**src/rtl/history_controller.sv**
```systemverilog
// Sequencer for the UART byte history buffer: pushes received bytes with a clean
// single-cycle shift strobe, issues clears, and replays stored bytes oldest-first.
module history_controller #(
  parameter int DEPTH = 4,
  parameter int DW    = 8
) (
  input  logic                clk,
  input  logic                rst_n,
  input  logic                rxValid,
  input  logic [DW-1:0]       rxData,
  input  logic                clrReq,
  input  logic                replayReq,
  input  logic [DEPTH*DW-1:0] memData,
  output logic [DW-1:0]       memDataIn,
  output logic                shift,
  output logic                clr,
  output logic [DW-1:0]       txData,
  output logic                txValid,
  input  logic                txReady,
  output logic                rxDrop,
  output logic [2:0]          count,
  output logic                busy
);

  localparam int          IW      = $clog2(DEPTH);
  localparam logic [2:0]  DEPTH_C = 3'(DEPTH);

  typedef enum logic [2:0] {
    CLEAR  = 3'd0,
    IDLE   = 3'd1,
    SETUP  = 3'd2,
    STROBE = 3'd3,
    LOAD   = 3'd4,
    WAIT   = 3'd5
  } state_t;

  state_t          state, state_nxt;
  logic            clrPending, pend_nxt;
  logic [IW-1:0]   idx, idx_nxt;
  logic [DW-1:0]   mdi_nxt, txd_nxt;
  logic            shift_nxt, clr_nxt, txv_nxt, drop_nxt;
  logic [2:0]      cnt_nxt;
  logic [DW-1:0]   ent [DEPTH];

  function automatic logic [2:0] sat_inc(input logic [2:0] c);
    return (c >= DEPTH_C) ? DEPTH_C : c + 3'd1;
  endfunction

  always_comb begin
    for (int k = 0; k < DEPTH; k++) ent[k] = memData[k*DW +: DW];
  end

  assign busy = (state != IDLE);

  always_comb begin
    state_nxt = state;
    clr_nxt   = clr;
    shift_nxt = shift;
    mdi_nxt   = memDataIn;
    txd_nxt   = txData;
    txv_nxt   = txValid;
    cnt_nxt   = count;
    idx_nxt   = idx;
    pend_nxt  = clrPending;
    drop_nxt  = 1'b0;
    // Anything arriving while we are occupied is either dropped or deferred.
    if (state != IDLE) begin
      drop_nxt = rxValid;
      if (clrReq) pend_nxt = 1'b1;
    end
    case (state)
      CLEAR: begin
        clr_nxt   = 1'b0;
        cnt_nxt   = 3'd0;
        state_nxt = IDLE;
      end
      IDLE: begin
        if (clrPending || clrReq) begin
          clr_nxt   = 1'b1;
          pend_nxt  = 1'b0;
          drop_nxt  = rxValid;
          state_nxt = CLEAR;
        end else if (rxValid) begin
          mdi_nxt   = rxData;
          state_nxt = SETUP;
        end else if (replayReq && count != 3'd0) begin
          idx_nxt   = IW'(count - 3'd1);
          state_nxt = LOAD;
        end
      end
      SETUP: begin
        shift_nxt = 1'b1;
        cnt_nxt   = sat_inc(count);
        state_nxt = STROBE;
      end
      STROBE: begin
        shift_nxt = 1'b0;
        state_nxt = IDLE;
      end
      LOAD: begin
        txd_nxt   = ent[idx];
        txv_nxt   = 1'b1;
        state_nxt = WAIT;
      end
      WAIT: begin
        if (txValid && txReady) begin
          txv_nxt = 1'b0;
          if (idx == '0) begin
            state_nxt = IDLE;
          end else begin
            idx_nxt   = idx - IW'(1);
            state_nxt = LOAD;
          end
        end
      end
      default: state_nxt = CLEAR;
    endcase
  end

  always_ff @(posedge clk or negedge rst_n) begin
    if (!rst_n) begin
      state      <= CLEAR;
      clr        <= 1'b1;
      count      <= 3'd0;
      shift      <= 1'b0;
      memDataIn  <= '0;
      txData     <= '0;
      txValid    <= 1'b0;
      rxDrop     <= 1'b0;
      clrPending <= 1'b0;
      idx        <= '0;
    end else begin
      state      <= state_nxt;
      clr        <= clr_nxt;
      count      <= cnt_nxt;
      shift      <= shift_nxt;
      memDataIn  <= mdi_nxt;
      txData     <= txd_nxt;
      txValid    <= txv_nxt;
      rxDrop     <= drop_nxt;
      clrPending <= pend_nxt;
      idx        <= idx_nxt;
    end
  end

endmodule
```
**config.mk**
```make
export PLATFORM = sky130hd
export DESIGN_NAME = history_controller
export DESIGN_NICKNAME = d
export VERILOG_FILES = /design/src/rtl/history_controller.sv
export SDC_FILE = /design/constraint.sdc
export NUM_CORES = 1
export LEC_CHECK = 0
export ABC_AREA = 1
export BUFFER_PORTS_ARGS = -buffer_cell sky130_fd_sc_hd__buf_2
export CAP_MARGIN = 20
export CORE_ASPECT_RATIO = 0.6
export CORE_MARGIN = 3
export CORE_UTILIZATION = 50
export DETAILED_ROUTE_END_ITERATION = 6
export HOLD_SLACK_MARGIN = 0.02
export PLACE_DENSITY = 0.94
export SKIP_CTS_REPAIR_TIMING = 1
export SLEW_MARGIN = 20
export SYNTH_ARGS = -nofsm -noshare
export SYNTH_HDL_FRONTEND = slang
export SYNTH_SLANG_ARGS = --single-unit
```
**constraint.sdc**
```tcl
create_clock -name clk -period 2.15 [get_ports clk]
set_input_delay 0.215 -clock clk [delete_from_list [all_inputs] [get_ports clk]]
set_output_delay 0.215 -clock clk [all_outputs]
set_load 0.05 [all_outputs]
```
==> results.py <==
metrics = {
    "timing": {
        "hold_viol_final": 0,
        "clock_skew_ns": 0.00363,
        "fin_crit_ns": 1.84,
        "worst-slew-pin-transition_ns": 0.649,
        "fmax_mhz": 543,
        "slew_headroom_pct": 56.7,
        "rsz0062_at_grt": "no",
        "min_period_over_period_pct": 85.6,
        "drv_slew": 0,
        "setup_violations": 0,
        "tns_ns": 0,
    },
    "clock_tree": {
        "cts-root-buf": "clkbuf_8",
        "clock_path_buffers": 2,
        "cts.sinks": 29,
        "clock_latency_ns": 0.28,
        "cts_inserted_buffers": 5,
        "htree_levels": 2,
        "cts_tree": "yes",
        "clkSlewWorstSetupHoldPaths_ns": 0.06,
    },
    "final_layout": {
        "syn_to_final_growth_pct": 26.7,
        "instances_no_fill": 330,
        "layout_common_cells": "buf_2, nor2_1, nand2_1",
        "fin_util_pct": 70.1,
        "drive_gt1_share_pct": 34.7,
        "diodes": 0,
        "fin_area_um2": 2120,
        "nNetsFinal": 336,
        "final_common_cell": "buf_2",
    },
    "critical_path": {
        "crit_fanout": 12,
        "worst-setup-path-type": "flip-flop to output pin",
        "required_ns": 1.93,
        "critPathArrivalTime_ns": 1.63,
        "cp-start-kind": "flip-flop",
        "cp-end-kind": "output pin",
    },
    "placement": {
        "portBuffers": 69,
        "place.gp.congestion": 0.884,
        "post_dp_cell_area_um2": 2020,
        "dp_hpwl_um": 3130,
        "dp_cells": 322,
    },
    "power": {
        "ir_worst_vdd_mv": 0.994,
        "seqPwrFrac_pct": 28.5,
        "clkPwrFrac_pct": 12.3,
        "internal-power_uw": 1630,
        "p_sw_share_pct": 54.6,
        "p_leak_uw": 0.00114,
        "p_sw_uw": 1960,
        "comb_power_share_pct": 59.1,
        "p_per_area_nw_per_um2": 1700,
        "power_uw": 3590,
    },
    "grt": {
        "antenna_found_initial": 0,
        "grt_util_met2_pct": 32.0,
        "grt_pass1_wl_um": 6840,
        "grt_max_degree": 30,
        "grt_usage_pct": 22.3,
        "use_met1_pct": 29.5,
        "grt_pass1_vias": 1507,
        "met3_usage_pct": 9.32,
        "overflow": 0,
        "grt-busiest-layer": "met2",
    },
    "die": {
        "die_area_um2": 4100,
        "row_count": 15,
        "fp.dieH_um": 50.8,
        "fp.coreArea_um2": 3020,
        "chipWidth_um": 80.6,
        "pin_count": 70,
        "start_util_pct": 55.3,
    },
    "yosys": {
        "synth_area_um2": 1670,
        "synth_top_family_by_area": "simple AND/OR/NAND/NOR gates",
        "yosysWarningCount": 0,
        "synth_fp_nets": 266,
        "syn_area_per_cell_um2": 7.67,
        "synth_cell_types": 29,
        "synth.mux.area_fraction_pct": 0,
        "synthCells": 218,
        "synth-edff-count": 0,
        "synthArstFlopShare_pct": 100,
        "synth-main-ff-cell": "dfrtp_1",
        "synth_fa_ha_area_share_pct": 1.50,
        "synth-seq-area-share_pct": 43.5,
        "synth-simple-area-share_pct": 31.2,
        "synth_xor_area_share_pct": 0,
        "synth_compound_area_share_pct": 14.7,
        "synth-seq-cells": 29,
    },
    "routing": {
        "drt-wirelength-per-cell_um": 12.7,
        "totalWireLength_um": 4200,
        "drt_iter0_drc": 123,
        "vias_per_cell": 5.14,
        "drc": 0,
        "postRouteAntennaNets": 0,
        "via_count": 1697,
        "drtPass1Iterations": 4,
    },
    "run_status": {
        "status": "complete, no violations",
    },
    "worst_hold_path": {
        "hp-class": "input port to flip-flop",
    },
    "job": {
        "cap_violations": 0,
    },
}
==> synth_stat cells (all sizes together) (2+ instances only) <==
cell type	n	area share [%]
nor2	55	14
nand2	43	10
dfrtp	28	42
o21ai	27	9.9
inv	23	5.3
nand3	13	5.7
a31oi	8	3.0
buf	6	2.8
a21oi	3	0.90
nand4	3	1.1
clkbuf	2	0.45
ha	2	1.5
==> cell type report <==
cell class	instances	area [um2]
inverter	24	97.6
tap	42	52.6
sequential	29	727
multi-input combinational	157	792
timing repair buffer	71	363
clock buffer	7	86.3
fill	245	903
==> path summary, 6_finish.rpt <==
| kind | slack, ns | cells past startpoint | startpoint | endpoint |
|---|---|---|---|---|
| min | 0.17 | 3 | rxData[3] | memDataIn[3] |
| min reg2reg | 0.47 | 2 | shift | shift |
| max in group asynchronous | 1.23 | 2 | rst_n | memDataIn[1] |
| max reg2reg | 0.54 | 7 | state[2] | idx[1] |
| min in group asynchronous | 0.50 | 2 | rst_n | count[1] |
| max | 0.31 | 3 | state[2] | busy |
==> logic make-up (layout without fill, tap and decap cells) <==
group           count (synthesis)  count (layout)
flops                          29              29
simple gates                  115             115
compound gates                 40              40
buf+inv                        32             102
fa+ha+maj                       2               2
==> power by group through the flow <==
stage	Clock [uW]	Sequential, uW	Combinational (uW)
2_1_floorplan	0	1560	1140
3_3_place_gp	0	1020	2060
3_5_place_dp	0	1030	2110
4_1_cts	461	1020	2120
5_1_grt	484	1060	2330
6_report	444	1030	2120
==> critical path: stages (launching register included) <==
cell and delay, ns:
dfrtp_1 0.69, inv_1 0.22, nand3_2 0.15, buf_2 0.28
==> flip-flops by register name (all words and copies together) (netlist names), 2 cells and up <==
| name | cells |
|---|---|
| state | 3 |
| idx | 2 |
| txData | 8 |
| memDataIn | 8 |
| count | 3 |
==> metrics by stage <==
stage                     hold slack, ns  worst slack, ns
after floorplan                  -0.0806            0.645
after global placement             0.267            0.698
after detailed placement           0.280            0.608
after CTS                        -0.0285            0.332
after global routing               0.172            0.213
final                              0.171            0.309
==> per-layer routing <==
metal | up-vias | routed length, um
li1 | 837 | -
met1 | 758 | 1780
met2 | 91 | 1820
met3 | 11 | 524
met4 | 0 | 79
met5 | - | 0
(Power assumes the default switching activity.)
